==> src/rtl/veda_ram_ctrl.sv <==
// veda_ram_ctrl: byte-writable single-clock RAM with registered read, valid/error strobes and a post-reset clear sweep.
// Optional macro RAM_WR_BYPASS_EN selects write-first (merged word) for same-cycle same-address read; default is read-first.
module veda_ram_ctrl #(
  parameter int                DATA_W   = 32,
  parameter int                ADDR_W   = 5,
  parameter int                DEPTH    = 32,
  parameter logic [DATA_W-1:0] INIT_VAL = '0
) (
  input  logic                  clk,
  input  logic                  reset,
  input  logic                  mode,
  input  logic                  writeEnable,
  input  logic [DATA_W/8-1:0]   byteEnable,
  input  logic [ADDR_W-1:0]     waddr,
  input  logic [DATA_W-1:0]     datain,
  input  logic                  readEnable,
  input  logic [ADDR_W-1:0]     raddr,
  output logic [DATA_W-1:0]     dataout,
  output logic                  rd_valid,
  output logic                  addr_err,
  output logic                  busy
);

  localparam int                BYTES   = DATA_W / 8;
  localparam int                IDX_W   = (DEPTH > 1) ? $clog2(DEPTH) : 1;
  localparam logic [ADDR_W:0]   DEPTH_X = (ADDR_W + 1)'(DEPTH);
  localparam logic [ADDR_W-1:0] LAST    = ADDR_W'(DEPTH - 1);

  typedef enum logic {CLEAR, IDLE} state_t;

  state_t            state, state_nxt;
  logic [ADDR_W-1:0] clr_ptr, clr_ptr_nxt;
  logic              clr_we;

  logic [DATA_W-1:0] mem [DEPTH];

  logic              w_in, r_in, wr_ok, rd_req, wr_bad;
  logic [DATA_W-1:0] rd_word;

  logic [DATA_W-1:0] rdata_p1;
  logic              vld_p1, err_p1;

  function automatic logic [DATA_W-1:0] byte_merge(input logic [DATA_W-1:0] old_w,
                                                   input logic [DATA_W-1:0] new_w,
                                                   input logic [BYTES-1:0]  be);
    logic [DATA_W-1:0] r;
    r = old_w;
    for (int b = 0; b < BYTES; b++) begin
      if (be[b]) r[8*b +: 8] = new_w[8*b +: 8];
    end
    return r;
  endfunction

  always_ff @(posedge clk) begin
    if (reset) begin
      state   <= CLEAR;
      clr_ptr <= '0;
    end else begin
      state   <= state_nxt;
      clr_ptr <= clr_ptr_nxt;
    end
  end

  // The sweep pointer parks on the last word so it never wraps past DEPTH-1.
  always_comb begin
    state_nxt   = state;
    clr_ptr_nxt = clr_ptr;
    clr_we      = 1'b0;
    busy        = 1'b0;
    case (state)
      CLEAR: begin
        busy   = 1'b1;
        clr_we = 1'b1;
        if (clr_ptr == LAST) begin
          state_nxt = IDLE;
        end else begin
          clr_ptr_nxt = clr_ptr + ADDR_W'(1);
        end
      end
      default: ;
    endcase
  end

  assign w_in   = {1'b0, waddr} < DEPTH_X;
  assign r_in   = {1'b0, raddr} < DEPTH_X;
  assign wr_ok  = !busy && writeEnable && mode && w_in;
  assign wr_bad = !busy && writeEnable && mode && !w_in;
  assign rd_req = !busy && readEnable;

  always_ff @(posedge clk) begin
    if (!reset) begin
      if (clr_we) begin
        mem[clr_ptr[IDX_W-1:0]] <= INIT_VAL;
      end else if (wr_ok) begin
        mem[waddr[IDX_W-1:0]] <= byte_merge(mem[waddr[IDX_W-1:0]], datain, byteEnable);
      end
    end
  end

  always_comb begin
    rd_word = mem[raddr[IDX_W-1:0]];
`ifdef RAM_WR_BYPASS_EN
    if (wr_ok && (waddr == raddr)) rd_word = byte_merge(rd_word, datain, byteEnable);
`endif
    if (!r_in) rd_word = '0;
  end

  // Stage p1: registered read data, valid and error strobes.
  always_ff @(posedge clk) begin
    if (reset) begin
      rdata_p1 <= '0;
      vld_p1   <= 1'b0;
      err_p1   <= 1'b0;
    end else begin
      vld_p1 <= rd_req;
      err_p1 <= (rd_req && !r_in) || wr_bad;
      if (rd_req) rdata_p1 <= rd_word;
    end
  end

  assign dataout  = rdata_p1;
  assign rd_valid = vld_p1;
  assign addr_err = err_p1;

endmodule
==> config.mk <==
export PLATFORM = sky130hd
export DESIGN_NAME = veda_ram_ctrl
export DESIGN_NICKNAME = d
export VERILOG_FILES = /design/src/rtl/veda_ram_ctrl.sv
export SDC_FILE = /design/constraint.sdc
export NUM_CORES = 1
export LEC_CHECK = 0
export ABC_AREA = 1
export CAP_MARGIN = 25
export CORE_MARGIN = 8
export CORE_UTILIZATION = 55
export CTS_BUF_LIST = sky130_fd_sc_hd__clkbuf_4
export DETAILED_ROUTE_END_ITERATION = 10
export HOLD_SLACK_MARGIN = 0.03
export PLACE_DENSITY = 0.78
export SLEW_MARGIN = 30
export SYNTH_ARGS = -nofsm -noshare
export SYNTH_HDL_FRONTEND = slang
export SYNTH_SLANG_ARGS = --single-unit
==> constraint.sdc <==
create_clock -name clk -period 2.5 [get_ports clk]
set_clock_uncertainty 0.15 [all_clocks]
set_input_delay 0.25 -clock clk [delete_from_list [all_inputs] [get_ports clk]]
set_output_delay 0.25 -clock clk [all_outputs]
set_load 0.03 [all_outputs]
# Word-level counts from Yosys, hierarchy flattened
# Memory sizes are Yosys's and may differ from the RTL's. A register that Yosys moved wholly into a read port is not among the register bits.
# Cells that the tools add are included.
# classes
n_eq_ne	5
n_reduce_logical	9
mux	28
addsub	1
bitwise_logic	2
# op_table
cell	n
2-to-1 mux 8 bit	16
2-to-1 mux 32 bit	1
OR reduction 32 bit	1
!= test 4 bit, second input constant	4
AND reduction 2 bit	5
2-to-1 mux 1 bit	9
adder 5 x 1 -> 5 bit, second input constant	1
equality test 5 bit, second input constant	1
2-to-1 mux 5 bit	1
2-to-1 mux 4 bit	1
logical AND 1 bit	3
inverter 1 bit	2
# totals
word_cells	49
mem_bits_rw	1024
output_inout_bits	35
inputBits	51
reg_bits	7
n_memories	1
# memory_table
name	words	width	rd	rd_clocked_by_memory_dff	wr	line_no	source
mem	32	32	1	1	1	35	logic [DATA_W-1:0] mem [DEPTH];

# Depth between registers and ports, before layout
# depth
ltp_word	9
mapped_depth	12
depth_no_buf	9

# Worst setup path after synthesis
# Ideal clock, no wire load.
# synth_path
path_type	reg-to-reg
from	register state
to	memory mem[17][16] (enable)
synth_period_minus_slack_ns	2.560
arrival_ns	2.027
path_buffers	2
required_time_ns	1.967
stages_incl_launch_ff	11
slack_ns	-0.060
setup_ns	0.383
path_cell_list	dfxtp_1 -> nand3_2 -> nor2_4 -> o21ai_2 -> nand2_4 -> buf_8 -> nand2_2 -> nand2_4 -> nand3_2 -> buf_6 -> nor3_1
# synth_between
elab_chain_len	9
word_cells_on_any_way	20
classes_between	eq/ne (4); mux (9); reduce/logical (7)
# synth_rtl
element	line_no	source
start: declaration	31	state_t state, state_nxt;
start signal: assignment	59	state <= state_nxt;
logical AND 1 bit (2 in series)	n/a	
2-to-1 mux 1 bit	94	end else if (wr_ok) begin
2-to-1 mux 1 bit	92	if (clr_we) begin
2-to-1 mux 1 bit	91	if (!reset) begin
2-to-1 mux 1 bit (not written as such)	95	mem[waddr[IDX_W-1:0]] <= byte_merge(mem[waddr[IDX_W-1:0]], datain, byteEnable);
AND reduction 2 bit (no source line)	n/a	
OR reduction 32 bit (no source line)	n/a	
2-to-1 mux 5 bit (no source line) or 2-to-1 mux 4 bit (tied branches)	n/a	
end: declaration	35	
# Several ways; a longest one is shown, not always the timed one.

==> run summary <==
The initial core utilization is between 50% and 60%. The worst IR drop on VDD came out at about 370 uV. The via count of the first global-routing pass came to 31300. The data required time of the critical path came out at 3.31 ns. The number of synthesis warnings came out at 0.

The count of cells in the finished layout, fillers not included, comes to approximately 5500. The global routing stage identified its most utilized layer as met2. The number of I/O port buffers is 84. The maximum count of clock buffers along a single path is 4. The pre-antenna-repair detailed-routing pass consisted of 6 iterations. The worst-path maximum fanout came out at 1. The flow ran to the end, and the final reports show no timing, DRC or antenna violations.

The met2 usage in global routing is ~41%. For this block, the initial DRC count from the detailed router was 3864. Routability-driven placement finished with a final weighted congestion of roughly 0.87.

The type of the worst setup path is flip-flop to flip-flop. The worst-skew pair later-pin latency came out at 1.11 ns. STA classifies the critical path startpoint as a flip-flop. For this run, the share of the core covered by cells in the final layout is about two thirds. The cell area power density is a little under 700 nW/um^2. The share of post-route cells with drive strength above 1 came out at a little under a fifth.

The worst path uses a little over nine tenths of the clock period. The routed wire length per instance came out at slightly above 20 um. For this run, global-route usage on met3 was measured as 6.20%. The standard-cell row count is ~100. TritonCTS built the clock tree. The routed layout has around 32000 vias. The routed design has ~110000 um of wire.

The area added between synthesis and finish is 18.5%. The count of antenna-violating nets left after detailed routing is 0. Of the total power, combinational logic draws about 7.0%. The cell leakage power came out at a little under 20 nW. The number of sinks handled by clock tree synthesis came out at ~1100. Clock tree synthesis inserted a total of 276 buffers.

Across the run, the number of max-cap violations was 0. The core region is just under 80000 sq um. The maximum number of pins on one net before global-route repair is about 130. The gate count after technology mapping came out at ~3800. The height of the die came out at 298 um. The residual overflow from global routing is 0. The max-slew violation count is 0. The global-route total usage across every layer is 24.9%. The stage delay of the slowest cell on the critical path is around 0.57 ns. The synthesized area per cell is between 10 and 15 sq um. On the critical path, the stage with the largest delay is an instance of sky130_fd_sc_hd__dlygate4sd3_1. The tightest slew margin relative to the limit came out at 41.5%. The floorplan step defined a die boundary enclosing just under 90000 sq um.

Detailed placement finished with a half-perimeter wire length of around 67000 um. The count of endpoints failing hold in the final timing report is 0. The share of total power dissipated in sequential elements is between 50% and 60%. The sequential element share of the synthesized area is a little over 70%. The signal on the critical path passes through nand2_1, dlygate4sd3_1, nand3_1, nand3_1, dlygate4sd3_1, nand2_1, nand2_1, nand3_2, nand2_1, a21oi_1. The post-detailed-route via-to-cell ratio is around 5.7. The clock root buffer is sky130_fd_sc_hd__clkbuf_4. The count of endpoints failing setup in the final report came out at 0. The number of I/O pins came out at 86. The cell that appears most often on the critical path is sky130_fd_sc_hd__nand2_1. The DRC violations left came out at 0. The worst setup path is captured at a flip-flop. The maximum clock frequency is 414 MHz. The transition time at the pin with the least slew margin is approximately 0.88 ns. The global-route wire length before repair is 172000 um. The register bit total from synthesis came out at approximately 1100. The instance area after placement came out at a little under 50000 sq um. The register clock-pin slew on the reported worst setup and hold paths came out at ~0.06 ns. In this run the power spent charging and discharging nets is 8.38 mW. The most critical setup path has its startpoint at mem[7][28]. The startpoint of the most critical hold path is raddr[0]. Cell internal power was estimated by the tool at 27.3 mW. The worst hold path belongs to the class input pin to flip-flop. Setup repair after global routing left no endpoint under its margin. The number of antenna violations at the first check in global routing came out at 2. The global-route track usage on met1 came out at approximately 31%. The H-tree generated during clock tree synthesis spans 5 levels. The share of total power dissipated in the clock network is between 30% and 40%. Net switching is around a quarter of the power. The netlist uses 29 different library cells. The area of the mapped netlist is between 40000 and 50000 sq um.

The most common cell after layout, fill and taps aside is sky130_fd_sc_hd__nand2_1. The minimum clock period after layout is ~2.4 ns. The number of nets in the layout is 4308. The number of cells after detailed placement came out at ~5000. With fillers left out, the area of the finished cells amounts to between 50000 and 60000 sq um. The launching point of the worst reg2reg path is mem[7][28]. The synthesized net count is approximately 3900.

The critical path data arrival time is 3.23 ns. The x dimension of the die came out at between 200 and 300 um. In the layout the commonest cells are sky130_fd_sc_hd__nand2_1 (1334), sky130_fd_sc_hd__edfxtp_1 (1024), sky130_fd_sc_hd__nand3_1 (830).
-- final cells by class --
cell class                 count  area [sq um]
antenna                        1          2.50
fill                        5529         27100
sequential                  1063         31500
tap                         1050          1310
inverter                      56           228
timing repair buffer         417          4430
clock buffer                 379          2850
clock inverter                77           335
multi-input combinational   2441         11100
-- sequential cells by signal (all words and copies together), names as in the netlist --
signal,cells
dataout,32
rd_valid,1
state,1
mem,1024
clr_ptr,5
-- cells by family (layout without fill, tap and decap cells) --
group	after synthesis	in the layout	synth area share [%]
compound gates	80	80	0.990
other cells	1	2	0.00858
fa+ha+maj	2	2	0.0572
simple gates	2357	2358	23.7
buf+inv	321	929	3.12
flops	1063	1063	72.1
-- layer usage --
metal / up-vias / wire, um
met1: 14800 / 41800
met5: - / 13
met3: 368 / 12500
li1: 14400 / -
met4: 2 / 4570
met2: 1936 / 54500
-- through the flow --
step	TNS (ns)	power, mW	setup slack (ns)	hold WS, ns
after floorplan	-58.48	21.2	-0.0604	0.172
after global placement	-145.68	22.1	-0.228	0.370
after detailed placement	-185.69	22.1	-0.291	0.377
after CTS	0	35.8	0.0237	0.0329
after global routing	0	37.0	0.000251	0.121
final	0	35.6	0.0850	0.154
-- timing repair --
action,CTS,global route
hold endpoints to repair,1058,0
hold buffers,53,0
setup endpoints to repair,34,499
gates resized for setup,36,12
pin swaps,0,2
setup buffers,0,2
cloned,0,1
-- worst max-delay path: cells and delay by family, from the launching register on --
| family | cells | cell delay (ns) |
|---|---|---|
| buffers and inverters | 2 | 1.13 |
| and+or+nand+nor | 7 | 0.61 |
| AOI/OAI and AO/OA | 1 | 0.06 |
| DFF | 1 | 0.36 |
-- cell usage after synthesis, drive strengths merged --
| cell | instances | area, sq um |
|---|---|---|
| nand2 | 1344 | 5070 |
| edfxtp | 1024 | 30700 |
| nand3 | 844 | 4280 |
| clkbuf | 149 | 559 |
| nor3 | 128 | 841 |
| buf | 116 | 594 |
| inv | 55 | 206 |
| o21ai | 44 | 250 |
| dfxtp | 39 | 781 |
| nor2 | 39 | 154 |
| a21oi | 35 | 175 |
| ha | 2 | 25.0 |
| clkinv | 1 | 3.75 |
| conb | 1 | 3.75 |
| nand3b | 1 | 7.51 |
| nand4 | 1 | 6.26 |
| o211ai | 1 | 7.51 |
-- final timing paths --
kind / endpoint / slack (ns) / cells after the start
worst max register to register: dataout[28] / 0.09 / 10
worst min register to register: dataout[28] / 0.39 / 2
worst min-delay path: dataout[15] / 0.15 / 11
worst max-delay path: dataout[28] / 0.09 / 10
-- power by group through the flow --
stage	Sequential, mW	Combinational (mW)	Clock, mW
after floorplan	19.8	1.45	0
after global placement	19.8	2.30	0
after detailed placement	19.8	2.35	0
after CTS	19.4	2.44	14.0
after global routing	19.4	2.69	14.9
final	19.4	2.49	13.8
(Power assumes the default switching activity.)
